==> src/rtl/lsu_axi_master.sv <==
// lsu_axi_master
// AXI-lite initiator for the load/store unit. Takes one load or store request
// at a time, runs the matching AR/R or AW/W/B transaction, and returns
// extended load data or a store completion on a valid/ready response port.
//
// Ports:
//   clk, rst                  clock and synchronous active-high reset
//   req_valid/req_ready       request handshake (ready only while idle)
//   req_we, req_addr,         store flag, byte address,
//   req_wdata, req_size,      right-justified store data, size (byte/half/word),
//   req_unsigned              zero-extend loads when set
//   resp_valid/resp_ready     response handshake
//   resp_rdata, resp_err      extended load data (0 for stores/errors), error flag
//   ar*/r*                    AXI-lite read address / read data channels
//   aw*/w*/b*                 AXI-lite write address / write data / write response
//
// State | meaning
// IDLE    | waiting for a request, req_ready high
// RD_ADDR | arvalid high until arready
// RD_DATA | rready high until rvalid
// WR_REQ  | awvalid/wvalid high, each dropped after its own handshake
// WR_RESP | bready high until bvalid
// DONE    | resp_valid high until resp_ready

module lsu_axi_master #(
    parameter int ADDR_W = 32,
    parameter int DATA_W = 32
) (
    input  logic              clk,
    input  logic              rst,

    input  logic              req_valid,
    output logic              req_ready,
    input  logic              req_we,
    input  logic [ADDR_W-1:0] req_addr,
    input  logic [DATA_W-1:0] req_wdata,
    input  logic [1:0]        req_size,
    input  logic              req_unsigned,

    output logic              resp_valid,
    input  logic              resp_ready,
    output logic [DATA_W-1:0] resp_rdata,
    output logic              resp_err,

    output logic [ADDR_W-1:0] araddr,
    output logic              arvalid,
    input  logic              arready,
    input  logic [DATA_W-1:0] rdata,
    input  logic [1:0]        rresp,
    input  logic              rvalid,
    output logic              rready,

    output logic [ADDR_W-1:0] awaddr,
    output logic              awvalid,
    input  logic              awready,
    output logic [DATA_W-1:0] wdata,
    output logic [3:0]        wstrb,
    output logic              wvalid,
    input  logic              wready,
    input  logic [1:0]        bresp,
    input  logic              bvalid,
    output logic              bready
);

    typedef enum logic [2:0] {
        IDLE,
        RD_ADDR,
        RD_DATA,
        WR_REQ,
        WR_RESP,
        DONE
    } state_t;

    state_t      state;
    logic        aw_done;
    logic        w_done;
    logic [1:0]  addr_lo;
    logic [1:0]  size_q;
    logic        uns_q;

    logic        misaligned;
    logic [3:0]  strb_base;
    logic [DATA_W-1:0] lane;
    logic [DATA_W-1:0] load_ext;
    logic        aw_hs;
    logic        w_hs;

    always_comb begin
        strb_base  = 4'b0000;
        misaligned = 1'b0;
        case (req_size)
            2'b00: strb_base = 4'b0001;
            2'b01: begin
                strb_base  = 4'b0011;
                misaligned = req_addr[0];
            end
            2'b10: begin
                strb_base  = 4'b1111;
                misaligned = |req_addr[1:0];
            end
            default: misaligned = 1'b1;
        endcase
    end

    // Bring the addressed byte/half down to bit 0 before extension.
    assign lane = rdata >> {addr_lo, 3'b000};

    always_comb begin
        load_ext = lane;
        case (size_q)
            2'b00: load_ext = uns_q ? {24'b0, lane[7:0]}  : {{24{lane[7]}}, lane[7:0]};
            2'b01: load_ext = uns_q ? {16'b0, lane[15:0]} : {{16{lane[15]}}, lane[15:0]};
            default: load_ext = lane;
        endcase
    end

    assign aw_hs = awvalid & awready;
    assign w_hs  = wvalid & wready;

    always_ff @(posedge clk) begin
        if (rst) begin
            state      <= IDLE;
            req_ready  <= 1'b1;
            resp_valid <= 1'b0;
            resp_rdata <= '0;
            resp_err   <= 1'b0;
            araddr     <= '0;
            arvalid    <= 1'b0;
            rready     <= 1'b0;
            awaddr     <= '0;
            awvalid    <= 1'b0;
            wdata      <= '0;
            wstrb      <= 4'b0000;
            wvalid     <= 1'b0;
            bready     <= 1'b0;
            aw_done    <= 1'b0;
            w_done     <= 1'b0;
            addr_lo    <= 2'b00;
            size_q     <= 2'b00;
            uns_q      <= 1'b0;
        end else begin
            case (state)
                IDLE: begin
                    if (req_valid && req_ready) begin
                        req_ready <= 1'b0;
                        addr_lo   <= req_addr[1:0];
                        size_q    <= req_size;
                        uns_q     <= req_unsigned;
                        if (misaligned) begin
                            resp_valid <= 1'b1;
                            resp_err   <= 1'b1;
                            resp_rdata <= '0;
                            state      <= DONE;
                        end else if (!req_we) begin
                            araddr  <= {req_addr[ADDR_W-1:2], 2'b00};
                            arvalid <= 1'b1;
                            state   <= RD_ADDR;
                        end else begin
                            awaddr  <= {req_addr[ADDR_W-1:2], 2'b00};
                            wdata   <= req_wdata << {req_addr[1:0], 3'b000};
                            wstrb   <= strb_base << req_addr[1:0];
                            awvalid <= 1'b1;
                            wvalid  <= 1'b1;
                            aw_done <= 1'b0;
                            w_done  <= 1'b0;
                            state   <= WR_REQ;
                        end
                    end
                end

                RD_ADDR: begin
                    if (arready) begin
                        arvalid <= 1'b0;
                        rready  <= 1'b1;
                        state   <= RD_DATA;
                    end
                end

                RD_DATA: begin
                    if (rvalid) begin
                        rready     <= 1'b0;
                        resp_err   <= |rresp;
                        // Error responses carry no data back to the core.
                        resp_rdata <= (|rresp) ? '0 : load_ext;
                        resp_valid <= 1'b1;
                        state      <= DONE;
                    end
                end

                WR_REQ: begin
                    if (aw_hs) begin
                        awvalid <= 1'b0;
                        aw_done <= 1'b1;
                    end
                    if (w_hs) begin
                        wvalid <= 1'b0;
                        w_done <= 1'b1;
                    end
                    // Either channel may finish first or both in the same cycle.
                    if ((aw_done || aw_hs) && (w_done || w_hs)) begin
                        bready <= 1'b1;
                        state  <= WR_RESP;
                    end
                end

                WR_RESP: begin
                    if (bvalid) begin
                        bready     <= 1'b0;
                        resp_err   <= |bresp;
                        resp_rdata <= '0;
                        resp_valid <= 1'b1;
                        state      <= DONE;
                    end
                end

                DONE: begin
                    if (resp_ready) begin
                        resp_valid <= 1'b0;
                        req_ready  <= 1'b1;
                        state      <= IDLE;
                    end
                end

                default: begin
                    state     <= IDLE;
                    req_ready <= 1'b1;
                end
            endcase
        end
    end

endmodule

==> config.mk <==
export PLATFORM = sky130hd
export DESIGN_NAME = lsu_axi_master
export DESIGN_NICKNAME = d
export VERILOG_FILES = /design/src/rtl/lsu_axi_master.sv
export SDC_FILE = /design/constraint.sdc
export NUM_CORES = 1
export LEC_CHECK = 0
export BUFFER_PORTS_ARGS = -buffer_cell sky130_fd_sc_hd__buf_2
export CORE_MARGIN = 3
export CORE_UTILIZATION = 35
export DETAILED_ROUTE_END_ITERATION = 8
export MAX_ROUTING_LAYER = met4
export PLACE_DENSITY = 0.62
export SYNTH_ARGS = -nofsm -noshare
export SYNTH_HDL_FRONTEND = slang
export SYNTH_SLANG_ARGS = --single-unit
==> constraint.sdc <==
create_clock -name clk -period 1.9 [get_ports clk]
set_input_delay 0.19 -clock clk [delete_from_list [all_inputs] [get_ports clk]]
set_output_delay 0.19 -clock clk [all_outputs]
set_load 0.02 [all_outputs]
==> key figures <==
Worst setup path
  – R2R Setup Slk: 0.07 ns
  – Endpoint type of the worst setup path: flip-flop
  – Reg2reg end: state[1]$_SDFFE_PP0P_
  – Crit path max fanout: 5
  – Worst path max stage delay: 0.41 ns
  – CP Class: flip-flop to flip-flop
  – Worst path top cell family by delay: buffers and inverters
  – RR Startpoint: state[0]$_SDFFE_PP0P_
  – Buf+Inv Stages, Crit Path: 3
  – Worst-path cell chain: buf_4 > nor3_4 > buf_4 > a211oi_2 > buf_4 > o211ai_1 > mux2_1
  – Critical Path RT: 2.20 ns
  – Crit path launch type: flip-flop
  – Worst-case reg-to-reg path depth: 7
  – CP Data Arrival Time: 2.13 ns
  – Crit-path most repeated cell: buf_4
  – Slowest-stage cell, CP: dfxtp_1

Logic synthesis
  – Adder-cell area share of the yosys netlist: 0.5788%
  – Largest area contributor in the netlist: dfxtp_1
  – Number of enable flip-flop cells after synthesis: 0
  – YS warnings: 0
  – Largest family of logic cells by synthesized area: compound AO/OA/AOI/OAI gates
  – Main area contributors after synthesis: dfxtp_1 (45%), nand2_1 (12%), a21oi_1 (8.7%)
  – Mean post-synth cell area: 8.379 sq um
  – Cells after Synth: 774
  – Primary FF master, synth: dfxtp_1
  – Compound-Gate Fraction of Synth Area: 20.97%
  – Register bit total from synthesis: 146
  – Mux share of post-synthesis cell area: 8.702%
  – Post-synthesis sequential area ratio: 45.07%
  – Synth async-reset ratio: 0%
  – Post-Synth XOR/XNOR Area: 0%
  – Post-synth top area share: 45.07%
  – Post-synthesis simple-gate area fraction: 19.41%
  – Netlist Area Pre-Place: 0.006485 sq mm
  – Unique cell type count in the Yosys netlist: 55

Finish
  – Commonest cells after routing, fill and taps aside: buf_2 (247), nand2_1 (202), dfxtp_1 (146)
  – Sequential standard cell area: 0.002923 sq mm
  – Antenna cells: 0
  – Design Area, Final: 0.008862 sq mm
  – Area of the multi-input gates: 0.003266 sq mm
  – Syn-to-layout area delta: 36.66%
  – Fin util: 49.00%
  – NumNets Final: 1,153
  – Fin cells: 1,278
  – Most common cell after layout, fill and taps aside: buf_2
  – Share of cells above drive strength 1: 33.65%
  – FILL cells: 1,796

Power
  – Pint: 6.569 mW
  – Leak pwr: 3.876 nW
  – VDD IR-drop max: 640.4 uV
  – Switching Fraction: 35.45%
  – Seq pwr share: 35.2%
  – Sw power: 3.607 mW
  – P per Cell Area: 1148 mW/mm^2
  – Logic pwr share: 32.5%
  – Clock share of power: 32.3%

Clock network
  – CTS max path bufs: 2
  – Sink Count: 146
  – Worst-Skew Late Latency: 0.42 ns
  – CTS clk-pin slew, worst paths: 0.07 ns
  – Number of CTS-inserted buffers: 17
  – Root Buffer: clkbuf_16
  – CTS tree: yes
  – H-tree levels: 4

STA
  – Fmax: 546.6 MHz
  – Worst Tran Pin Value: 0.6840 ns
  – Clk_skew: 0.006544 ns
  – Period utilization: 96.28%
  – Max-slew violation count: 0
  – Final hold violation count: 0
  – Clock period minus worst slack: 1.829 ns
  – Final setup viols: 0
  – Max_slew headroom: 54.23%

Die
  – Die Span Y: 142.1 microns
  – # rows: 49
  – Core area: 0.01809 sq mm
  – Die area: 0.02020 sq mm
  – Die Width: 142.1 microns
  – Initial Util: 35.86%
  – Num ports: 253

Routing
  – Via-to-Cell Ratio: 5.073
  – Post-route DRC: 0
  – DRT Pass-1 Iters: 4
  – Routed len/inst: 16.34 microns
  – Initial drt markers: 244
  – DRT antenna net count: 0
  – Final wirelength: 20,880 microns
  – Via count: 6,483

Global routing
  – GR Overflow Total: 0
  – Initial antenna violation count: 0
  – Routing usage on met2: 32.92%
  – Number of global-route vias before repair: 6,238
  – Met3 Use GR: 7.124%
  – Largest net degree at the start of global routing: 119
  – GRT Resource Usage Total: 20.54%
  – M1 GR Usage: 24.83%
  – GRT Max-Usage Layer: met2
  – First-pass GRT wire length: 32,240 microns

Placement
  – Routability cong.: 0.8725
  – DP Wirelength: 15,130 microns
  – Area after DPL: 0.008155 sq mm
  – Placed cells: 1,236
  – IO Port Bufs: 248

Min path
  – Hold path cells: 3
  – Hold Path Origin: req_addr[26]
  – Hold endpoint: awaddr[26]$_SDFFE_PP0P_
  – HP Class: primary input to flip-flop

Flow run
  – # Max-Cap Violations: 0

Status
  – Run status: finished clean
-- metal layers --
| metal | share of wire [%] | routed length, microns |
|---|---|---|
| met1 | 43 | 8976 |
| met2 | 48 | 9933 |
| met3 | 8.3 | 1743 |
| met4 | 1.1 | 227 |
| met5 | 0 | 0 |
-- synthesized netlist by cell type, types with 9 or more instances --
| library cell | n |
|---|---|
| a22o_1 | 25 |
| buf_4 | 12 |
| or3_1 | 10 |
| a211oi_1 | 9 |
| nor3_1 | 13 |
| mux2i_1 | 41 |
| nand3_1 | 11 |
| a21oi_1 | 113 |
| mux2_2 | 9 |
| nand2_1 | 202 |
| dfxtp_1 | 146 |
| o211ai_1 | 10 |
| buf_2 | 12 |
| o21ai_0 | 19 |
| nor2_1 | 31 |
| clkbuf_1 | 31 |
-- flip-flops by register name, indices dropped and copies added, names as in the netlist --
name and cells:
aw_done 1, size_q 2, bready 1, uns_q 1, awvalid 1, awaddr 30
rready 1, resp_err 1, w_done 1, resp_valid 1, resp_rdata 32, wvalid 1
wstrb 4, wdata 32, araddr 30, state 3, req_ready 1, arvalid 1
addr_lo 2
-- area by class of cell --
cell class | count | share of cell area [%]
multi-input cells | 561 | 36.85
flip-flops and latches | 146 | 32.98
repair buffers | 303 | 20.19
clock buffers | 17 | 4.800
well taps | 229 | 3.233
clock inverters | 14 | 1.609
inverters | 8 | 0.3388
-- through the flow --
stage	TNS, ns	hold slack (ns)	setup WS (ns)	power [mW]
4_1_cts	0	0.0008302	0.02880	10.17
2_1_floorplan	0	0.3052	0.1203	5.629
5_1_grt	-0.04322	0.004106	-0.01674	10.74
3_3_place_gp	-3.817	0.4311	-0.1324	6.825
3_5_place_dp	-4.090	0.4389	-0.1410	6.844
6_report	0	0.01730	0.07060	10.18
-- timing repair --
item,CTS,global route
setup endpoints to repair,16,44
pin swaps,1,1
buffers inserted,1,3
gates cloned,0,1
gates resized for setup,0,2
hold buffers,6,0
hold endpoints to repair,7,0
-- worst reg2reg max path: cells and delay by family, from the launching register on --
family                 cells  cell delay (ns)
buffers and inverters      3             0.50
AOI/OAI and AO/OA          2             0.43
DFF                        1             0.41
muxes                      1             0.33
and+or+nand+nor            1             0.05
-- power by group through the flow --
| stage | registers (mW) | clock network, mW | logic (mW) |
|---|---|---|---|
| floorplan | 3.91 | 0 | 1.72 |
| global placement | 3.63 | 0 | 3.19 |
| detailed placement | 3.64 | 0 | 3.20 |
| CTS | 3.58 | 3.36 | 3.23 |
| global route | 3.62 | 3.49 | 3.63 |
| finish | 3.58 | 3.29 | 3.31 |
-- how the worst max path moves through the flow --
stage               cells past startpoint                      end  slack, ns                  start
floorplan                               7  araddr[10]$_SDFFE_PP0P_       0.12            req_size[0]
global placement                        7     arvalid$_SDFFE_PP0P_      -0.13            req_size[0]
detailed placement                      8  araddr[23]$_SDFFE_PP0P_      -0.14            req_size[0]
CTS                                     7    wdata[9]$_SDFFE_PP0P_       0.03  state[0]$_SDFFE_PP0P_
global route                            7    wdata[9]$_SDFFE_PP0P_      -0.02  state[2]$_SDFFE_PP0P_
finish                                  7    state[1]$_SDFFE_PP0P_       0.07  state[0]$_SDFFE_PP0P_
-- logic make-up after synthesis --
logic type	after synthesis
simple gates	294
compound gates	207
flops	146
buf+inv	70
mux	53
fa+ha+maj	3
other cells	1
(Power assumes the default switching activity.)
